`config.mk`:
```
export PLATFORM = sky130hd
export DESIGN_NAME = pw_bias_relu_requant
export DESIGN_NICKNAME = d
export VERILOG_FILES = /design/src/rtl/pw_bias_relu_requant.sv
export SDC_FILE = /design/constraint.sdc
export NUM_CORES = 1
export LEC_CHECK = 0
export ABC_AREA = 1
export CAP_MARGIN = 20
export CELL_PAD_IN_SITES_DETAIL_PLACEMENT = 1
export CELL_PAD_IN_SITES_GLOBAL_PLACEMENT = 1
export CORE_MARGIN = 3
export CORE_UTILIZATION = 40
export DETAILED_ROUTE_END_ITERATION = 12
export PLACE_DENSITY = 0.91
export SLEW_MARGIN = 30
export SYNTH_ARGS = -nofsm -noshare
export SYNTH_HDL_FRONTEND = slang
export SYNTH_SLANG_ARGS = --single-unit
```
`constraint.sdc`:
```
create_clock -name clk -period 5 [get_ports clk]
set_input_delay 0.75 -clock clk [delete_from_list [all_inputs] [get_ports clk]]
set_output_delay 0.75 -clock clk [all_outputs]
set_load 0.01 [all_outputs]
```
`src/rtl/pw_bias_relu_requant.sv`:
```
// Bias add, ReLU, requantize and 7-bit saturate for the layer-3 pointwise accumulator stream; 2-cycle latency, 1 sample/cycle.
// Global stall: both stages freeze while out_valid && !out_ready, which also drops in_ready. PW_BIAS_ROUND_EN selects round-half-up.
module pw_bias_relu_requant #(
    parameter int ACC_W    = 20,
    parameter int NUM_CH   = 128,
    parameter int BIAS_LSH = 4,
    parameter int SHIFT    = 4
) (
    input  logic                    clk,
    input  logic                    rst,
    input  logic                    in_valid,
    output logic                    in_ready,
    input  logic signed [ACC_W-1:0] in_acc,
    input  logic                    in_last,
    output logic [6:0]              bias_addr,
    input  logic [7:0]              bias_data,
    output logic                    out_valid,
    input  logic                    out_ready,
    output logic [7:0]              out_data,
    output logic [6:0]              out_ch,
    output logic                    out_last,
    output logic                    err_align
);

    localparam int SUM_W = ACC_W + BIAS_LSH + 9;
    localparam logic [6:0] LAST_CH = 7'(NUM_CH - 1);
    localparam logic signed [SUM_W-1:0] SAT_MAX = SUM_W'(127);

    logic                    en;
    logic                    accept;
    logic [6:0]              ch;
    logic                    s1_vld;
    logic                    s1_last;
    logic [6:0]              s1_ch;
    logic signed [SUM_W-1:0] s1_sum;
    logic signed [SUM_W-1:0] acc_ext;
    logic signed [SUM_W-1:0] bias_ext;
    logic signed [SUM_W-1:0] sum_next;
    logic signed [SUM_W-1:0] q;
    logic                    non_pos;
    logic [7:0]              res;

    assign en        = !out_valid || out_ready;
    assign in_ready  = en;
    assign accept    = in_valid && en;
    assign bias_addr = ch;

    // Sum is wide enough that acc + shifted bias can never overflow.
    always_comb begin
        acc_ext  = {{(SUM_W-ACC_W){in_acc[ACC_W-1]}}, in_acc};
        bias_ext = {{(SUM_W-8){bias_data[7]}}, bias_data} <<< BIAS_LSH;
        sum_next = acc_ext + bias_ext;
    end

    always_comb begin
`ifdef PW_BIAS_ROUND_EN
        q = (s1_sum + SUM_W'(1 << (SHIFT - 1))) >>> SHIFT;
`else
        q = s1_sum >>> SHIFT;
`endif
        non_pos = s1_sum[SUM_W-1] || (s1_sum == '0);
        if (non_pos) begin
            res = 8'd0;
        end else if (q > SAT_MAX) begin
            res = 8'd127;
        end else begin
            res = {1'b0, q[6:0]};
        end
    end

    // Channel counter and sticky alignment check; in_last always resyncs to channel 0.
    always_ff @(posedge clk) begin
        if (rst) begin
            ch        <= 7'd0;
            err_align <= 1'b0;
        end else if (accept) begin
            if (in_last != (ch == LAST_CH)) begin
                err_align <= 1'b1;
            end
            if (in_last || (ch == LAST_CH)) begin
                ch <= 7'd0;
            end else begin
                ch <= ch + 7'd1;
            end
        end
    end

    always_ff @(posedge clk) begin
        if (rst) begin
            s1_vld  <= 1'b0;
            s1_sum  <= '0;
            s1_ch   <= 7'd0;
            s1_last <= 1'b0;
        end else if (en) begin
            s1_vld <= accept;
            if (accept) begin
                s1_sum  <= sum_next;
                s1_ch   <= ch;
                s1_last <= in_last;
            end
        end
    end

    always_ff @(posedge clk) begin
        if (rst) begin
            out_valid <= 1'b0;
            out_data  <= 8'd0;
            out_ch    <= 7'd0;
            out_last  <= 1'b0;
        end else if (en) begin
            out_valid <= s1_vld;
            if (s1_vld) begin
                out_data <= res;
                out_ch   <= s1_ch;
                out_last <= s1_last;
            end
        end
    end

endmodule

```
Yosys cells after proc, flatten, opt, wreduce, memory -nomap -nowiden

Index checks and enable logic that the tools add are counted.

Flip-flop bits (word level): 55
Bits of input ports: 33
Output and inout port bits: 26
Logic and storage cells: 27

Add/sub/neg operators: 2
Magnitude comparators: 1
Equality and inequality tests: 2
Multiplexer cells: 3
Reduce and logical (&&, ||, !) cells: 9

Operator list:

| cell                  | count |
|---|---|
| $logic_not A33 Y1     | 1 |
| $add A20 B12 Y21      | 1 |
| $mux W7               | 3 |
| $gt A17 B8 Y1 const B | 1 |
| $add A7 B1 Y7 const B | 1 |
| $eq A7 B7 Y1 const B  | 1 |
| $reduce_and A2 Y1     | 3 |
| $logic_or A1 B1 Y1    | 3 |
| $logic_and A1 B1 Y1   | 1 |
| $logic_not A1 Y1      | 1 |
| $ne A1 B1 Y1          | 1 |

Depth between registers and ports, before layout

Depth after elaboration: 4
Gate-level depth with buffers: 12
Mapped depth without buffers: 12

Least setup slack after synthesis

Ideal clock, no wire load.

Path type: input port to flip-flop
From: input port in_acc[4]
To: register, netlist name s1_sum[20]
Library setup time: 109 ps
Arrival time: 1982 ps
Data required time: 4891 ps
Path slack: 2909 ps
Stages on the path: 12
Buffers on the path: 0
Cell sequence: ha_1 fa_1 nand2_1 nand2_1 nand3_1 nand2_1 nand2_1 nand2_1 nand2_1 nand3_1 nand2_1 inv_1

Cells in the longest elaborated chain, start to end: 1

RTL lines:

| element          | line | text |
|---|---|---|
| from (decl)      | 13   | `input logic signed [ACC_W-1:0] in_acc,` |
| $add A20 B12 Y21 | 52   | `sum_next = acc_ext + bias_ext;` |

No other way between the ends.
A chain may end at the register's enable or synchronous reset.

Worst setup path after layout

From: input port out_ready
To: output port in_ready

Cells in the longest elaborated chain, start to end: 1

RTL lines:

| element            | line | text |
|---|---|---|
| from (decl)        | 18   | `input logic out_ready,` |
| $logic_or A1 B1 Y1 | 43   | `assign en = !out_valid \|\| out_ready;` |
| to (decl)          | 12   | `output logic in_ready,` |

No other way between the ends.

==> qor.txt <==
outcome = finished clean
Max Transition Viols Final = 0
sequential element share of the synthesized area = 33.7%
minimum period implied by the final worst setup slack = 2.70 ns
relative slew slack = 37.5%
initial antenna violation count = 0
design area = 3890 um^2
CP Data Arrival Time = 1.95 ns
cell at the slowest stage of the critical path = clkdlybuf4s50_1
GR Overflow Total = 0
Port Buf Inserts = 57
Non-Filler Instances = 630
total global-route track usage = 20.0%
Post-CTS Setup Repair Bufs = 0
fill count = 1040
via/cell ratio = 4.98
Final period util = 54.0%
area of the multi-input gates = 1700 um^2
Crit. End Element = primary output
most used cell, CP = clkdlybuf4s50_1
antenna diode count = 0
final count of hold timing violations = 0
final wirelength = 8790 um
Layout Nets = 581
synth top area cells = dfxtp_1, nand2_1, inv_1
area grow syn2layout = 21.4%
Worst-path clk slew = 0.09 ns
vias in the first global route = 3281
Hold Path Class = reg -> reg
Req. time, crit path = 4.25 ns
MaxCap Viol Count = 0
worst path bufs/invs = 3
1st-iter DRT viols = 94
Post-DP Area = 3810 um^2
Mapped Avg Cell Area = 6.70 um^2
most frequent cells in the layout = nand2_1, inv_1, clkdlybuf4s50_1, dfxtp_1, nor2_1
Pleak = 0.00185 uW
number of H-tree levels = 2
worst setup path class = in -> out
DRC = 0
FF+latch count, synth = 54
area share of the largest cell type after synthesis = 33.7%
post-route ant nets = 0
clk_lat worst skew = 0.30 ns
Max stage delay on crit path = 0.55 ns
IO Pins = 59
Mapped Area = 3200 um^2
power density cells = 256 nW/um^2
Max VDD drop = 0.120 mV
# placed instances = 624
f_max = 370 MHz
GPL Wtd Cong = 0.841
Worst-Margin Slew = 0.934 ns
area leader, netlist = dfxtp_1
Critical Path Fanout Max = 3
r2r startpoint = out_valid
die width = 95.5 um
wire per inst = 14.0 um
CP delay by family, top = buffers and inverters
Syn Nets = 530
startpoint type of the worst setup path = primary input
DPL Wire Length = 6940 um
crit path from = out_ready
most common cell after layout, fill and taps aside = nand2_1
row count = 32
unrepaired setup endpoints after global routing = no
critical path cell sequence = clkdlybuf4s50_1 > nor2_4 > inv_2 > clkdlybuf4s50_1
clk buf depth = 2
post-synth cell types = 35
min-delay src = s1_sum[0]
die height = 95.5 um
hold_buf cts = 0
TritonCTS clock tree = done
root buf cell = clkbuf_8
core box area = 7770 um^2
largest net degree at the start of global routing = 42
routed vias = 3137
DIE AREA = 9120 um^2
final setup fails = 0
TritonCTS buffer count = 5
Ys Warns = 0
first-pass GRT wire length = 14800 um
FF/Latch Area = 1080 um^2
share of layout cells above drive strength 1 = 6.06%
TritonRoute pass-1 iters = 4
clk sinks = 54
CTS resizes = 0
clock skew = 0.00662 ns
Mapped Cells = 478
Setup TNS = 0 ns
starting density of the core = 41.3%
==> synth_stat cells (all sizes together) <==
cell type    n
o211ai       4
inv         87
nand2      113
nand3       46
nand4        4
nor3b        1
or2          2
fa           1
a21oi       40
xnor2        4
dfxtp       54
and3         1
a211oi       1
clkbuf       3
nor2        54
buf         10
o21bai       1
conb         1
o21ai       27
nor3         6
ha          18
==> metrics by stage <==
step | util [%] | hold WS, ns | total power (uW) | worst slack, ns
after floorplan | - | 0.428 | 665 | 2.91
after detailed placement | 49.0 | 0.459 | 763 | 2.11
final | 50.1 | 0.469 | 996 | 2.30
after global placement | 49.0 | 0.439 | 746 | 2.20
after CTS | 50.1 | 0.472 | 997 | 2.29
after global routing | 50.1 | 0.488 | 1060 | 2.18
==> routing by layer <==
metal,vias to the layer above,GRT usage [%],wire length [um]
li1,1601,-,-
met1,1474,25.0,3960
met2,44,35.7,4440
met3,18,2.53,230
met4,0,5.57,162
met5,-,0,0
==> report_power, final <==
| part | leakage [uW] | total (uW) | switching (uW) | internal (uW) |
|---|---|---|---|---|
| logic | 0.00136 | 276 | 163 | 113 |
| clock network | 0.0000431 | 243 | 136 | 107 |
| registers | 0.000445 | 477 | 16.6 | 461 |
| total | 0.00185 | 996 | 315 | 681 |
==> path summary, 6_finish.rpt <==
| check | slack, ns | depth (start not counted) | end |
|---|---|---|---|
| setup / recovery | 2.30 | 4 | in_ready |
| hold / removal | 0.47 | 2 | s1_sum[0] |
| setup reg to reg | 3.00 | 9 | bias_addr[5] |
| hold reg to reg | 0.47 | 2 | s1_sum[0] |
==> worst min-delay path: cells and delay by family (launching register included) <==
kind | cells | cell delay [ns]
DFF | 1 | 0.31
AOI/OAI and AO/OA | 1 | 0.06
buffers and inverters | 1 | 0.06
==> registers in the layout, summed over array words and instances (netlist names) <==
| register | count |
|---|---|
| s1_sum | 21 |
| bias_addr | 7 |
| out_ch | 7 |
| out_data | 7 |
| s1_ch | 7 |
| err_align | 1 |
| out_last | 1 |
| out_valid | 1 |
| s1_last | 1 |
| s1_vld | 1 |
==> layout make-up <==
cell class | instances | area share (%)
Inverter | 87 | 8.39
Tap cell | 102 | 3.28
Timing Repair Buffer | 57 | 14.7
Sequential cell | 54 | 27.8
Multi-Input combinational cell | 324 | 43.8
Clock buffer | 6 | 2.12
==> cell families (layout without fill, tap and decap cells) <==
family	Yosys count	after routing	synth area share (%)
xor gates and xnor gates	4	4	1.09
other	1	1	0.117
adders and majority gates	19	19	7.65
and+or+nand+nor	227	227	31.8
AOI/OAI and AO/OA	73	73	12.5
buffers and inverters	100	150	13.1
DFF	54	54	33.7
(Power assumes the default switching activity.)
